==> config.mk <==
export PLATFORM = sky130hd
export DESIGN_NAME = trigger_window_readout_flat
export DESIGN_NICKNAME = d
export VERILOG_FILES = /design/src/rtl/mmaps_pkg.sv /design/src/rtl/trigger_window_readout_if.sv /design/src/rtl/trigger_window_readout_fifo.sv /design/src/rtl/trigger_window_readout.sv /design/src/flat_wrapper.sv
export SDC_FILE = /design/constraint.sdc
export NUM_CORES = 1
export LEC_CHECK = 0
export ABC_CLOCK_PERIOD_IN_PS = 6300
export BUFFER_PORTS_ARGS = -buffer_cell sky130_fd_sc_hd__buf_2
export CAP_MARGIN = 5
export CELL_PAD_IN_SITES_DETAIL_PLACEMENT = 0
export CELL_PAD_IN_SITES_GLOBAL_PLACEMENT = 2
export CORE_MARGIN = 3
export CORE_UTILIZATION = 38
export CTS_CLUSTER_SIZE = 8
export DETAILED_ROUTE_END_ITERATION = 7
export PLACE_DENSITY = 0.81
export SLEW_MARGIN = 0
export SYNTH_ARGS = -nofsm -noshare
export SYNTH_HDL_FRONTEND = slang
export SYNTH_SLANG_ARGS = --single-unit
==> constraint.sdc <==
create_clock -name clk -period 6.3 [get_ports clk]
set_clock_uncertainty 0.1 [all_clocks]
set_input_delay 0.315 -clock clk [delete_from_list [all_inputs] [get_ports clk]]
set_output_delay 0.315 -clock clk [all_outputs]
set_load 0.1 [all_outputs]
==> src/rtl/mmaps_pkg.sv <==
// Shared types and defaults for the trigger-window readout path.
package mmaps_pkg;

    localparam int unsigned SIZE_DEF   = 12;
    localparam int unsigned WIDTH_DEF  = 14;
    localparam int unsigned PRE_DEF    = 16;
    localparam int unsigned POST_DEF   = 48;
    localparam int unsigned RD_LAT_DEF = 2;
    localparam int unsigned FDEPTH_DEF = 4;

    // Each FIFO word carries two tag bits above the sample: {sof, last, data}.
    localparam int unsigned TAG_BITS     = 2;
    localparam int unsigned TAG_SOF_OFS  = 1;
    localparam int unsigned TAG_LAST_OFS = 0;

    localparam int unsigned CNT_W   = 16;
    localparam logic [CNT_W-1:0] CNT_SAT = '1;

    typedef enum logic [2:0] {
        ST_IDLE  = 3'd0,
        ST_WAIT  = 3'd1,
        ST_HDR   = 3'd2,
        ST_READ  = 3'd3,
        ST_DRAIN = 3'd4
    } state_e;

    // Saturating increment for the miss counter.
    function automatic logic [CNT_W-1:0] sat_inc(input logic [CNT_W-1:0] v);
        return (v == CNT_SAT) ? v : v + CNT_W'(1);
    endfunction

endpackage

==> src/rtl/trigger_window_readout_if.sv <==
// Event-builder stream: header/sample words with sof/last framing, valid/ready handshake.
interface trigger_window_readout_if
    import mmaps_pkg::*;
#(
    parameter int unsigned WIDTH = WIDTH_DEF
);
    logic [WIDTH-1:0] out_data;
    logic             out_sof;
    logic             out_last;
    logic             out_valid;
    logic             out_ready;

    modport master (
        output out_data,
        output out_sof,
        output out_last,
        output out_valid,
        input  out_ready
    );

    modport slave (
        input  out_data,
        input  out_sof,
        input  out_last,
        input  out_valid,
        output out_ready
    );
endinterface

==> src/rtl/trigger_window_readout_fifo.sv <==
// Small output skid FIFO; head word is presented directly, count exposed for credit.
module readout_skid_fifo #(
    parameter int unsigned DEPTH = 4,
    parameter int unsigned DW    = 16
) (
    input  logic                       clk,
    input  logic                       rst,
    input  logic                       wr_en_i,
    input  logic [DW-1:0]              wr_data_i,
    input  logic                       rd_en_i,
    output logic [DW-1:0]              rd_data_o,
    output logic                       valid_o,
    output logic [$clog2(DEPTH+1)-1:0] count_o
);
    localparam int unsigned AW = (DEPTH > 1) ? $clog2(DEPTH) : 1;
    localparam int unsigned CW = $clog2(DEPTH + 1);

    logic [DW-1:0] mem_q [DEPTH];
    logic [AW-1:0] wr_ptr_q;
    logic [AW-1:0] rd_ptr_q;
    logic [CW-1:0] count_q;
    logic          wr_ok_c;
    logic          rd_ok_c;

    function automatic logic [AW-1:0] ptr_inc(input logic [AW-1:0] p);
        return (p == AW'(DEPTH - 1)) ? '0 : p + AW'(1);
    endfunction

    // Accept writes only with space and reads only with data.
    always_comb begin
        wr_ok_c = wr_en_i && (count_q != CW'(DEPTH));
        rd_ok_c = rd_en_i && (count_q != '0);
    end

    // Storage, pointers and occupancy.
    always_ff @(posedge clk or posedge rst) begin
        if (rst) begin
            for (int i = 0; i < int'(DEPTH); i++) begin
                mem_q[i] <= '0;
            end
            wr_ptr_q <= '0;
            rd_ptr_q <= '0;
            count_q  <= '0;
        end else begin
            if (wr_ok_c) begin
                mem_q[wr_ptr_q] <= wr_data_i;
                wr_ptr_q        <= ptr_inc(wr_ptr_q);
            end
            if (rd_ok_c) begin
                rd_ptr_q <= ptr_inc(rd_ptr_q);
            end
            case ({wr_ok_c, rd_ok_c})
                2'b10:   count_q <= count_q + CW'(1);
                2'b01:   count_q <= count_q - CW'(1);
                default: count_q <= count_q;
            endcase
        end
    end

    assign rd_data_o = mem_q[rd_ptr_q];
    assign valid_o   = (count_q != '0);
    assign count_o   = count_q;

endmodule

==> src/rtl/trigger_window_readout.sv <==
// Trigger-window readout: latches the ring-buffer pointer on trigger, waits for POST
// samples, then streams a header plus PRE+POST samples out of the ring buffer.
module trigger_window_readout
    import mmaps_pkg::*;
#(
    parameter int unsigned SIZE   = SIZE_DEF,
    parameter int unsigned WIDTH  = WIDTH_DEF,
    parameter int unsigned PRE    = PRE_DEF,
    parameter int unsigned POST   = POST_DEF,
    parameter int unsigned RD_LAT = RD_LAT_DEF,
    parameter int unsigned FDEPTH = FDEPTH_DEF
) (
    input  logic                     clk,
    input  logic                     rst,
    input  logic                     trig,
    input  logic                     smp_wr,
    input  logic [SIZE-1:0]          rb_aout,
    output logic [SIZE-1:0]          rb_ain,
    output logic                     rb_rd_en,
    input  logic [WIDTH-1:0]         rb_dout,
    trigger_window_readout_if.master out_if,
    output logic                     busy,
    output logic [CNT_W-1:0]         trig_cnt,
    output logic [CNT_W-1:0]         miss_cnt
);
    localparam int unsigned TOTAL = PRE + POST;
    localparam int unsigned IW    = $clog2(RD_LAT + 1);
    localparam int unsigned FW    = WIDTH + TAG_BITS;
    localparam int unsigned CW    = $clog2(FDEPTH + 1);

    if (TOTAL > (2 ** SIZE) - 8) begin : g_chk_window
        $error("trigger_window_readout: PRE+POST exceeds ring-buffer capacity");
    end
    if (POST < 1) begin : g_chk_post
        $error("trigger_window_readout: POST must be at least 1");
    end
    if (RD_LAT < 2) begin : g_chk_lat
        $error("trigger_window_readout: RD_LAT must be at least 2");
    end
    if (FDEPTH < RD_LAT + 2) begin : g_chk_fdepth
        $error("trigger_window_readout: FDEPTH must be at least RD_LAT+2");
    end

    state_e           state_q,    state_d;
    logic [SIZE-1:0]  trg_ptr_q,  trg_ptr_d;
    logic [SIZE-1:0]  wait_cnt_q, wait_cnt_d;
    logic [SIZE-1:0]  iss_cnt_q,  iss_cnt_d;
    logic             busy_q,     busy_d;
    logic [CNT_W-1:0] trig_cnt_q, trig_cnt_d;
    logic [CNT_W-1:0] miss_cnt_q, miss_cnt_d;
    logic [SIZE-1:0]  rb_ain_q;
    logic             rb_rd_en_q;
    logic [RD_LAT-1:0] vld_pipe_q;
    logic [RD_LAT-1:0] last_pipe_q;

    logic             issue_c;
    logic             issue_last_c;
    logic             hdr_push_c;
    logic             credit_ok_c;
    logic [IW-1:0]    inflight_c;
    logic [SIZE-1:0]  rd_addr_c;
    logic             xfer_c;
    logic             fifo_wr_c;
    logic [FW-1:0]    fifo_wdata_c;
    logic [FW-1:0]    fifo_rdata;
    logic             fifo_valid;
    logic [CW-1:0]    fifo_cnt;

    // Reads in flight and the credit check that keeps the FIFO from overflowing.
    always_comb begin
        inflight_c = '0;
        for (int i = 0; i < int'(RD_LAT); i++) begin
            inflight_c = inflight_c + IW'(vld_pipe_q[i]);
        end
        credit_ok_c = (32'(fifo_cnt) + 32'(inflight_c)) < FDEPTH;
        rd_addr_c   = trg_ptr_q - SIZE'(PRE) + iss_cnt_q;
        xfer_c      = fifo_valid && out_if.out_ready;
    end

    // Next-state and control decode.
    always_comb begin
        state_d      = state_q;
        trg_ptr_d    = trg_ptr_q;
        wait_cnt_d   = wait_cnt_q;
        iss_cnt_d    = iss_cnt_q;
        busy_d       = busy_q;
        trig_cnt_d   = trig_cnt_q;
        miss_cnt_d   = miss_cnt_q;
        issue_c      = 1'b0;
        issue_last_c = 1'b0;
        hdr_push_c   = 1'b0;

        if (trig && (state_q != ST_IDLE)) begin
            miss_cnt_d = sat_inc(miss_cnt_q);
        end

        case (state_q)
            ST_IDLE: begin
                if (trig) begin
                    trg_ptr_d  = rb_aout;
                    trig_cnt_d = trig_cnt_q + CNT_W'(1);
                    busy_d     = 1'b1;
                    wait_cnt_d = '0;
                    state_d    = ST_WAIT;
                end
            end
            ST_WAIT: begin
                if (smp_wr) begin
                    if (wait_cnt_q == SIZE'(POST - 1)) begin
                        state_d = ST_HDR;
                    end else begin
                        wait_cnt_d = wait_cnt_q + SIZE'(1);
                    end
                end
            end
            ST_HDR: begin
                if (fifo_cnt != CW'(FDEPTH)) begin
                    hdr_push_c = 1'b1;
                    iss_cnt_d  = '0;
                    state_d    = ST_READ;
                end
            end
            ST_READ: begin
                if (credit_ok_c) begin
                    issue_c      = 1'b1;
                    issue_last_c = (iss_cnt_q == SIZE'(TOTAL - 1));
                    iss_cnt_d    = iss_cnt_q + SIZE'(1);
                    if (issue_last_c) begin
                        state_d = ST_DRAIN;
                    end
                end
            end
            ST_DRAIN: begin
                if (xfer_c && out_if.out_last) begin
                    busy_d  = 1'b0;
                    state_d = ST_IDLE;
                end
            end
            default: begin
                state_d = ST_IDLE;
            end
        endcase
    end

    // FSM state, counters and pointer registers.
    always_ff @(posedge clk or posedge rst) begin
        if (rst) begin
            state_q    <= ST_IDLE;
            trg_ptr_q  <= '0;
            wait_cnt_q <= '0;
            iss_cnt_q  <= '0;
            busy_q     <= 1'b0;
            trig_cnt_q <= '0;
            miss_cnt_q <= '0;
        end else begin
            state_q    <= state_d;
            trg_ptr_q  <= trg_ptr_d;
            wait_cnt_q <= wait_cnt_d;
            iss_cnt_q  <= iss_cnt_d;
            busy_q     <= busy_d;
            trig_cnt_q <= trig_cnt_d;
            miss_cnt_q <= miss_cnt_d;
        end
    end

    // Read address, delayed read enable and the read-latency valid/last pipeline.
    always_ff @(posedge clk or posedge rst) begin
        if (rst) begin
            rb_ain_q    <= '0;
            rb_rd_en_q  <= 1'b0;
            vld_pipe_q  <= '0;
            last_pipe_q <= '0;
        end else begin
            if (issue_c) begin
                rb_ain_q <= rd_addr_c;
            end
            rb_rd_en_q     <= vld_pipe_q[0];
            vld_pipe_q[0]  <= issue_c;
            last_pipe_q[0] <= issue_last_c;
            for (int i = 1; i < int'(RD_LAT); i++) begin
                vld_pipe_q[i]  <= vld_pipe_q[i-1];
                last_pipe_q[i] <= last_pipe_q[i-1];
            end
        end
    end

    // FIFO write source: header word in HDR, otherwise the landing ring-buffer read.
    always_comb begin
        fifo_wr_c = hdr_push_c || vld_pipe_q[RD_LAT-1];
        if (hdr_push_c) begin
            fifo_wdata_c = {1'b1, 1'b0, WIDTH'(trig_cnt_q)};
        end else begin
            fifo_wdata_c = {1'b0, last_pipe_q[RD_LAT-1], rb_dout};
        end
    end

    readout_skid_fifo #(
        .DEPTH (FDEPTH),
        .DW    (FW)
    ) u_fifo (
        .clk       (clk),
        .rst       (rst),
        .wr_en_i   (fifo_wr_c),
        .wr_data_i (fifo_wdata_c),
        .rd_en_i   (xfer_c),
        .rd_data_o (fifo_rdata),
        .valid_o   (fifo_valid),
        .count_o   (fifo_cnt)
    );

    assign out_if.out_data  = fifo_rdata[WIDTH-1:0];
    assign out_if.out_sof   = fifo_rdata[WIDTH + TAG_SOF_OFS];
    assign out_if.out_last  = fifo_rdata[WIDTH + TAG_LAST_OFS];
    assign out_if.out_valid = fifo_valid;

    assign rb_ain   = rb_ain_q;
    assign rb_rd_en = rb_rd_en_q;
    assign busy     = busy_q;
    assign trig_cnt = trig_cnt_q;
    assign miss_cnt = miss_cnt_q;

endmodule

==> src/flat_wrapper.sv <==
// flat-port wrapper written by rule: the top's interface ports become plain ports
module trigger_window_readout_flat import mmaps_pkg::*;
#(
    parameter int unsigned SIZE   = SIZE_DEF,
    parameter int unsigned WIDTH  = WIDTH_DEF,
    parameter int unsigned PRE    = PRE_DEF,
    parameter int unsigned POST   = POST_DEF,
    parameter int unsigned RD_LAT = RD_LAT_DEF,
    parameter int unsigned FDEPTH = FDEPTH_DEF
)
  (clk, rst, trig, smp_wr, rb_aout, rb_ain, rb_rd_en, rb_dout, busy, trig_cnt, miss_cnt, out_if_out_data, out_if_out_sof, out_if_out_last, out_if_out_valid, out_if_out_ready);
  trigger_window_readout_if #(.WIDTH(WIDTH)) out_if_i ();
  input  logic clk;
  input  logic rst;
  input  logic trig;
  input  logic smp_wr;
  input  logic [SIZE-1:0] rb_aout;
  output logic [SIZE-1:0] rb_ain;
  output logic rb_rd_en;
  input  logic [WIDTH-1:0] rb_dout;
  output logic busy;
  output logic [CNT_W-1:0] trig_cnt;
  output logic [CNT_W-1:0] miss_cnt;
  output wire logic [$bits(out_if_i.out_data)-1:0] out_if_out_data;
  output wire logic [$bits(out_if_i.out_sof)-1:0] out_if_out_sof;
  output wire logic [$bits(out_if_i.out_last)-1:0] out_if_out_last;
  output wire logic [$bits(out_if_i.out_valid)-1:0] out_if_out_valid;
  input wire logic [$bits(out_if_i.out_ready)-1:0] out_if_out_ready;
  assign out_if_out_data = out_if_i.out_data;
  assign out_if_out_sof = out_if_i.out_sof;
  assign out_if_out_last = out_if_i.out_last;
  assign out_if_out_valid = out_if_i.out_valid;
  assign out_if_i.out_ready = out_if_out_ready;
  trigger_window_readout #(.SIZE(SIZE), .WIDTH(WIDTH), .PRE(PRE), .POST(POST), .RD_LAT(RD_LAT), .FDEPTH(FDEPTH)) u_core (.clk(clk), .rst(rst), .trig(trig), .smp_wr(smp_wr), .rb_aout(rb_aout), .rb_ain(rb_ain), .rb_rd_en(rb_rd_en), .rb_dout(rb_dout), .out_if(out_if_i), .busy(busy), .trig_cnt(trig_cnt), .miss_cnt(miss_cnt));
endmodule
# ---- After elaboration in Yosys (flattened, before gate mapping)
# Cells that the tools add are included.
dict set report totals {
  ff_bits 160
  word_cells 111
  inputBits 31
}
dict set report classes {
  muxes 34
  n_reduce_logical 20
  bitwise 3
  order_cmp 4
  eq_ne 20
  n_addsub 12
}
# cell n
set ops {}
lappend ops {{$bwmux W64} 1}
lappend ops {{$mux W16} 4}
lappend ops {{$mux W12} 5}
lappend ops {{$pmux W12 S2} 2}
lappend ops {{$add A16 B1 Y16 const B} 2}
lappend ops {{$bmux W16 S2} 1}
lappend ops {{$demux W16 S2} 1}
lappend ops {{$lt A32 B3 Y1 const B} 1}
lappend ops {{$add A12 B1 Y12 const B} 2}
lappend ops {{$eq A12 B6 Y1 const B} 2}
lappend ops {{$mux W3} 7}
lappend ops {{$eq A16 B16 Y1 const B} 1}
lappend ops {{$pmux W3 S5} 1}
lappend ops {{$add A12 B12 Y12} 1}
lappend ops {{$sub A12 B5 Y12 const B} 1}
lappend ops {{$ne A2 B1 Y1 const B} 5}
lappend ops {{$mux W1} 8}
lappend ops {{$reduce_bool A2 Y1} 4}
lappend ops {{$reduce_and A7 Y1} 1}
lappend ops {{$eq A2 B2 Y1 const B} 3}
lappend ops {{$eq A3 B2 Y1 const B} 2}
lappend ops {{$ge A3 B3 Y1 const B} 2}
lappend ops {{$logic_and A1 B1 Y1} 6}
lappend ops {{$ne A2 B2 Y1 const B} 3}
lappend ops {{other kinds (21)} 27}

# ---- Logic depth before layout (Yosys ltp)
# Gate-level depths: netlist (run 1).
dict set report depth {
  ltp_word 7
  mapped_depth 10
}

# ---- By module
# A second synthesis (run 1) with hierarchy kept.
dict set report unflattened {
  hier_cells 709
  hier_area_um2 8020.2
}
# module instances area_per_inst_um2 cells_each
set by_module_without_submodules {}
lappend by_module_without_submodules {trigger_window_readout 1 4815.9 513}
lappend by_module_without_submodules {readout_skid_fifo 1 3204.3 196}

# ---- Least setup slack after synthesis (run 1)
# OpenSTA, ideal clock, no wires.
dict set report synth_path {
  path_type {register -> register}
  startpoint {reg u_core.iss_cnt_q[1]}
  endpoint {reg u_core.rb_ain_q[11] (netlist: u_core.rb_ain[11])}
  required_time_ns 6.064
  period_less_slack_ns 2.675
  arrival_time_ns 2.439
  stages_incl_launch_ff 9
  path_slack_ns 3.625
  path_cell_list {dfrtp_1 -> ha_1 -> ha_1 -> fa_1 -> a211oi_1 -> o21ai_0 -> a21oi_1 -> nor3_1 -> or3b_2}
}
dict set report synth_between {
  elab_chain_len 1
}
# item line_no
set synth_lines {}
lappend synth_lines {{start: declaration} trigger_window_readout.sv:47} ;# logic [SIZE-1:0] iss_cnt_q, iss_cnt_d;
lappend synth_lines {{start signal: assignment} trigger_window_readout.sv:159} ;# iss_cnt_q <= iss_cnt_d;
lappend synth_lines {{$add A12 B12 Y12} trigger_window_readout.sv:76} ;# rd_addr_c = trg_ptr_q - SIZE'(PRE) + iss_cnt_q;
lappend synth_lines {{end signal: assignment} trigger_window_readout.sv:175} ;# rb_ain_q <= rd_addr_c;
lappend synth_lines {{end: declaration} trigger_window_readout.sv:51} ;# logic [SIZE-1:0] rb_ain_q;
# No other way between the ends.
# A chain may end at the register's enable or synchronous reset.

# ---- Final worst setup path (run 1)
dict set report layout_path {
  startpoint {reg u_core.state_q[0]}
  endpoint {reg u_core.wait_cnt_q[10]}
}
dict set report layout_between {
  elab_chain_len 3
}
# item line_no
set layout_lines {}
lappend layout_lines {{start: declaration} trigger_window_readout.sv:44} ;# state_e state_q, state_d;
lappend layout_lines {{start signal: assignment} trigger_window_readout.sv:156} ;# state_q <= state_d;
lappend layout_lines {{$eq A3 B1 Y1 / $logic_not A3 Y1 (equally long branches)} trigger_window_readout.sv:97} ;# case (state_q)
lappend layout_lines {{$ne A2 B2 Y1 (no line) / $reduce_bool A2 Y1 (equally long branches)} n/a}
lappend layout_lines {{$reduce_and A4 Y1 (no line)} n/a}
lappend layout_lines {{end signal: assignment} trigger_window_readout.sv:158} ;# wait_cnt_q <= wait_cnt_d;
lappend layout_lines {{end: declaration} trigger_window_readout.sv:46} ;# logic [SIZE-1:0] wait_cnt_q, wait_cnt_d;
# Parallel ways exist; a longest one is shown, timed or not.

==> flow_metrics.py, run 1 <==
metrics = {
    "floorplan": {
        "ios": 94,
        "start_util_pct": 39.5,
        "die_w_um": 150,
        "rows": 51,
        "core_sq_um": 19900,
        "dieHeight_um": 150,
        "dieArea_sq_um": 22500,
    },
    "grt": {
        "antenna_found_initial": 0,
        "gr-total-overflow": 0,
        "grt_pass1_vias": 5751,
        "grt_max_degree": 88,
        "track_usage_pct": 16.8,
        "grt_pass1_wl_mm": 30.0,
    },
    "synth": {
        "synth_top_area_share_pct": 50.6,
        "synthSimpleGateAreaFrac_pct": 15.4,
        "synth_cells": 761,
        "ys_top_cells_by_area": "dfrtp_1, o21ai_0, nand2_1",
        "muxShareOfSynthArea_pct": 8.19,
        "post-synth-top-count-cell": "dfrtp_1",
        "netlist_area_sq_um": 7870,
        "synth_flop_cell": "dfrtp_1",
        "synth.avg_cell_area_sq_um": 10.3,
        "synth-xor-area-share_pct": 5.79,
        "ys_seq_elements": 159,
        "synth.top_cells.by_count": "dfrtp_1, nand2_1, o21ai_0",
        "synth-edff-count": 0,
        "synth_top_cell_by_area": "dfrtp_1",
        "synth_top_family_by_area": "simple AND/OR/NAND/NOR gates",
        "ys_types": 51,
        "synth_compound_area_share_pct": 10.4,
        "syn_nets": 826,
        "synth_fa_ha_area_share_pct": 5.60,
        "synthArstFlopShare_pct": 100,
        "yosysWarnings": 0,
        "seq_area_frac_synth_pct": 50.6,
    },
    "sta": {
        "worstMarginPinSlew_ps": 1070,
        "rsz0062_at_grt": "false",
        "max_slew_margin_pct": 28.5,
        "max_freq_ghz": 0.341,
        "timing_hold_violations_final": 0,
        "drv_slew": 0,
        "fin_crit_sh_pct": 46.5,
        "setup_viol": 0,
        "finalSetupTns_ps": 0,
        "min_period_ps": 2930,
    },
    "clock_network": {
        "cts_tree": "built",
        "cts_buffers": 17,
        "h-tree-depth": 4,
        "cts_root_buf": "clkbuf_16",
        "cts.sinks": 159,
        "cts.path.max_buffers": 2,
        "clk_pin_slew_worst_paths_ps": 80,
        "clk_latency_ps": 430,
    },
    "final_layout": {
        "antenna_cells": 0,
        "layout.nets": 919,
        "final_cell_area_sq_um": 9250,
        "drive_gt1_share_pct": 18.8,
        "syn_to_final_growth_pct": 17.6,
    },
    "setup_path": {
        "worstSetupPathType": "reg -> reg",
        "r2r_slack_ps": 3370,
        "required_ps": 6510,
        "arrival_ps": 3140,
        "crit_path_top_delay_cell": "a31oi_1",
        "max_stage_delay_ps": 670,
        "r2r_end": "u_core.wait_cnt_q[10]$_DFFE_PP0P_",
        "ff2ff_path_depth": 5,
        "startpoint_type": "flip-flop",
        "r2r_start": "u_core.state_q[0]$_DFFE_PP0P_",
        "critPathMaxFanout": 14,
        "worst_setup_path_end_kind": "flip-flop",
        "setup.worst_path.end": "u_core.wait_cnt_q[10]$_DFFE_PP0P_",
        "startpoint": "u_core.state_q[0]$_DFFE_PP0P_",
        "crit_chain": "or3b_2, a31oi_1, o21ai_1, nor3_1, mux2_2",
    },
    "detailed_routing": {
        "met2_length_mm": 8.51,
        "drc": 0,
        "highest_layer": "met4",
        "wl_per_cell_um": 15.8,
        "wl_met3_um": 604,
        "drt_iter0_drc": 302,
        "dr.pass1.iters": 5,
        "num_vias": 5759,
        "wl_met1_mm": 8.58,
        "drt-total-wl_mm": 17.9,
        "routed_via_density": 5.09,
        "ant_nets": 0,
    },
    "placed_design": {
        "dp_hpwl_mm": 12.5,
        "numPortBuffers": 93,
        "globalplace.congestion": 0.784,
        "post_dp_cell_area_sq_um": 8550,
    },
    "job": {
        "drv_cap": 0,
    },
    "run_status": {
        "status": "completed",
    },
    "min_path": {
        "worstHoldPathType": "in -> reg",
    },
}
## worst min path at each step
stage / slack [ps] / endpoint / startpoint / cells past startpoint
CTS: 7 / u_core.trg_ptr_q[1]$_DFFE_PP0P_ / rb_aout[1] / 2
floorplan: 230 / u_core.last_pipe_q[1]$_DFF_PP0_ / u_core.last_pipe_q[0]$_DFF_PP0_ / 0
detailed placement: 260 / u_core.last_pipe_q[1]$_DFF_PP0_ / u_core.last_pipe_q[0]$_DFF_PP0_ / 0
global placement: 250 / u_core.last_pipe_q[1]$_DFF_PP0_ / u_core.last_pipe_q[0]$_DFF_PP0_ / 0
global route: 10 / u_core.trg_ptr_q[1]$_DFFE_PP0P_ / rb_aout[1] / 2
finish: 20 / u_core.trg_ptr_q[1]$_DFFE_PP0P_ / rb_aout[1] / 2
## area by class of cell
type | instances | area, sq um
clock buffers | 17 | 425
clock inverters | 15 | 180
fillers | 1891 | 10700
inverters | 44 | 170
multi-input cells | 526 | 3580
flip-flops and latches | 159 | 3980
well taps | 265 | 332
repair buffers | 106 | 586
## critical path: cells and delay by family, from the launching register on
| kind | cells | cell delay (ps) |
|---|---|---|
| AOI/OAI and AO/OA | 2 | 950 |
| and+or+nand+nor | 2 | 790 |
| DFF | 1 | 620 |
| muxes | 1 | 360 |
## metrics by stage
stage          cells  setup WS [ps]  hold slack [ps]  util, %
2_1_floorplan    761           1590              231        -
3_3_place_gp    1091           3440              250     43.0
3_5_place_dp    1091           3360              262     43.0
4_1_cts         1132           3360             7.09     46.4
5_1_grt         1132           3050             14.9     46.4
6_report        1132           3370             24.3     46.4
## metal layers
| layer | up-vias | track usage [%] |
|---|---|---|
| met5 | - | 0 |
| met4 | 0 | 5.44 |
| met1 | 2814 | 23.4 |
| li1 | 2833 | - |
| met3 | 17 | 2.85 |
| met2 | 95 | 27.0 |
## timing repair
item	in CTS	in global routing
gates resized for setup	0	0
setup buffers	0	0
hold buffers	9	0
endpoints found under the hold margin	94	0
## cell families (layout without fill, tap and decap cells)
logic type | count (synthesis) | count (layout)
and+or+nand+nor | 257 | 257
DFF | 159 | 159
AOI/OAI and AO/OA | 140 | 140
buffers and inverters | 76 | 182
xor gates and xnor gates | 52 | 52
muxes | 43 | 43
adders and majority gates | 34 | 34
## sequential cells by signal, summed over array words and instances, names as in the netlist, 2 cells and up
| name | count |
|---|---|
| u_core.u_fifo.count_o | 3 |
| u_core.miss_cnt | 16 |
| u_core.u_fifo.wr_ptr_q | 2 |
| u_core.last_pipe_q | 2 |
| u_core.state_q | 3 |
| u_core.trg_ptr_q | 12 |
| u_core.wait_cnt_q | 12 |
| u_core.rb_ain | 12 |
| u_core.u_fifo.rd_ptr_q | 2 |
| u_core.trig_cnt | 16 |
| u_core.u_fifo.mem_q | 64 |
| u_core.iss_cnt_q | 12 |
## cells in the final DEF, fill, tap and decap left out, types with 5 or more instances in the layout
| cell type | netlist | final |
|---|---|---|
| mux4_2 | 16 | 16 |
| xor2_1 | 21 | 21 |
| o21ai_0 | 89 | 89 |
| clkbuf_16 | 0 | 17 |
| a21oi_1 | 10 | 10 |
| clkinv_8 | 0 | 5 |
| o31ai_1 | 6 | 6 |
| mux2i_1 | 16 | 16 |
| inv_8 | 0 | 5 |
| nor3_1 | 13 | 13 |
| mux2_2 | 11 | 11 |
| inv_1 | 44 | 43 |
| buf_2 | 11 | 93 |
| ha_1 | 32 | 32 |
| and3_1 | 10 | 10 |
| nand4_1 | 12 | 12 |
| nand3_1 | 26 | 26 |
| o211ai_1 | 5 | 5 |
| nor2_1 | 38 | 38 |
| nor4_1 | 7 | 7 |
| dlygate4sd3_1 | 0 | 9 |
| and2_1 | 5 | 5 |
| dfrtp_1 | 159 | 159 |
| or3_1 | 7 | 7 |
| nand2_1 | 117 | 117 |
| xnor2_1 | 31 | 31 |
Power of run 1 is not shown: default switching activity piles up to over one toggle a cycle in this logic, so the estimate is an artifact.
==> inputs of run 2 (changes only) <==
- ABC_CLOCK_PERIOD_IN_PS: 6300 -> 2650
- CORE_UTILIZATION: 38 -> 34
- PLACE_DENSITY: 0.81 -> 0.77
- clock period: 6.3 -> 2.65 ns (I/O delays scaled with it)
==> run 2 against run 1 <==
Critical path depth is 3 higher. Wire length grew 1.9%. Final cell count up 4.7%. Clock-buffer cell count unchanged. Sequential share of layout area decreased by 1.5 points. Non-clock buffer count increased by 33. Hold slack got worse by 3.8 ps. Core utilization is 4.3 points lower. Worst setup slack worse by 3200 ps. Die area is 11% higher. Fmax grew 16%. Register-to-register slack worse by 3200 ps.
==> flow_metrics.py, run 2 (synthesis results as in run 1) <==
metrics = {
    "detailed_routing": {
        "ant_nets": 0,
        "drc": 0,
        "drt-total-wl_mm": 18.2,
        "dr.pass1.iters": 4,
        "routed_via_density": 4.87,
        "drt_iter0_drc": 211,
        "num_vias": 5767,
        "wl_per_cell_um": 15.4,
    },
    "min_path": {
        "worst_hold_path.endpoint": "u_core.u_fifo.mem_q[0]$_DFFE_PP0P_",
        "hold_path_depth": 3,
        "worstHoldPathType": "in -> reg",
        "hp-start": "rb_dout[0]",
    },
    "final_layout": {
        "antenna_cells": 0,
        "largest_reg_flops": 64,
        "fin_cells": 1185,
        "final_core_util_pct": 42.2,
        "largest_register": "u_core.u_fifo.mem_q",
        "layout.nets": 952,
        "drive_gt1_share_pct": 21.4,
        "syn_to_final_growth_pct": 21.8,
        "final_common_cell": "dfrtp_1",
        "final_cell_mix": "dfrtp_1, nand2_1, buf_2, o21ai_0, inv_1",
    },
    "grt": {
        "grt_pass1_vias": 5717,
        "track_usage_pct": 15.2,
        "grt_max_degree": 95,
        "antenna_found_initial": 1,
        "gr-total-overflow": 0,
        "grt_pass1_wl_mm": 30.0,
    },
    "clock_network": {
        "cts_tree": "built",
        "clk_pin_slew_worst_paths_ps": 80,
        "cts.path.max_buffers": 2,
        "clk_latency_ps": 430,
        "h-tree-depth": 4,
        "cts.sinks": 159,
        "cts_root_buf": "clkbuf_16",
        "cts_buffers": 17,
    },
    "placed_design": {
        "globalplace.congestion": 0.742,
        "dp_hpwl_mm": 13.0,
        "numPortBuffers": 93,
        "dp.cells": 1135,
    },
    "sta": {
        "setup_viol": 0,
        "rsz0062_at_grt": "false",
        "fin_crit_sh_pct": 94.9,
        "finalSetupTns_ps": 0,
        "holdWs_ps": 20.5,
        "min_period_ps": 2520,
        "max_slew_margin_pct": 54.8,
        "drv_slew": 0,
        "timing_hold_violations_final": 0,
        "worstMarginPinSlew_ps": 673,
        "max_freq_ghz": 0.398,
    },
    "setup_path": {
        "ff2ff_path_depth": 8,
        "arrival_ps": 2720,
        "startpoint_type": "flip-flop",
        "worst_setup_path_end_kind": "flip-flop",
        "r2r_end": "u_core.rb_ain[11]$_DFFE_PP0P_",
        "required_ps": 2860,
        "r2r_slack_ps": 130,
        "critPathMaxFanout": 2,
        "r2r_start": "u_core.iss_cnt_q[1]$_DFFE_PP0P_",
        "worstSetupPathType": "reg -> reg",
    },
    "floorplan": {
        "start_util_pct": 34.6,
        "dieArea_sq_um": 25000,
        "die_w_um": 158,
        "dieHeight_um": 158,
        "rows": 55,
        "core_sq_um": 22700,
        "ios": 94,
    },
    "job": {
        "drv_cap": 0,
    },
    "run_status": {
        "status": "completed",
    },
}
-- run 2: area by class of cell --
| type | instances | area, sq um |
|---|---|---|
| sequential | 159 | 3980 |
| tap | 285 | 357 |
| inverter | 44 | 169 |
| fill | 2223 | 13100 |
| clock buffer | 17 | 425 |
| timing repair buffer | 139 | 881 |
| multi-input combinational | 526 | 3590 |
| clock inverter | 15 | 174 |
-- run 2: how the worst max path moves through the flow --
stage | to | slack [ps] | start | cells after the start
after floorplan | u_core.rb_ain[11]$_DFFE_PP0P_ | 5 | u_core.iss_cnt_q[1]$_DFFE_PP0P_ | 8
after global placement | u_core.rb_ain[11]$_DFFE_PP0P_ | -60 | u_core.iss_cnt_q[1]$_DFFE_PP0P_ | 8
after detailed placement | u_core.rb_ain[11]$_DFFE_PP0P_ | -80 | u_core.iss_cnt_q[1]$_DFFE_PP0P_ | 8
after CTS | u_core.rb_ain[11]$_DFFE_PP0P_ | 4 | u_core.iss_cnt_q[1]$_DFFE_PP0P_ | 8
after global routing | u_core.rb_ain[11]$_DFFE_PP0P_ | 4 | u_core.iss_cnt_q[1]$_DFFE_PP0P_ | 8
final | u_core.rb_ain[11]$_DFFE_PP0P_ | 130 | u_core.iss_cnt_q[1]$_DFFE_PP0P_ | 8
-- run 2: routing by layer --
| layer | share of wire (%) | GRT usage (%) |
|---|---|---|
| met2 | 47 | 23.6 |
| met1 | 49 | 21.7 |
| met3 | 3.4 | 3.55 |
| met4 | 0.73 | 3.77 |
| met5 | 0.071 | 0 |
-- run 2: stage by stage --
step | setup slack (ps) | cell area, sq um
2_1_floorplan | 4.95 | 7870
3_5_place_dp | -76.3 | 8780
5_1_grt | 3.88 | 9580
3_3_place_gp | -58.8 | 8780
4_1_cts | 4.17 | 9570
6_report | 135 | 9580
-- run 2: critical path, cell delays in order (launching register included) --
cell	delay, ps
dfrtp_1	390
ha_1	290
ha_1	220
fa_2	410
a211oi_2	240
o21ai_2	100
a21oi_2	140
nor3_1	60
or3b_2	450
-- run 2: timing repair --
action | 4_1_cts | 5_1_grt
resized for setup | 2 | 3
pin swaps | 3 | 2
hold buffers | 18 | 0
setup buffers | 0 | 0
hold endpoints to repair | 182 | 0
endpoints found under the setup margin | 1 | 2
Power of run 2 is left out for the same reason.
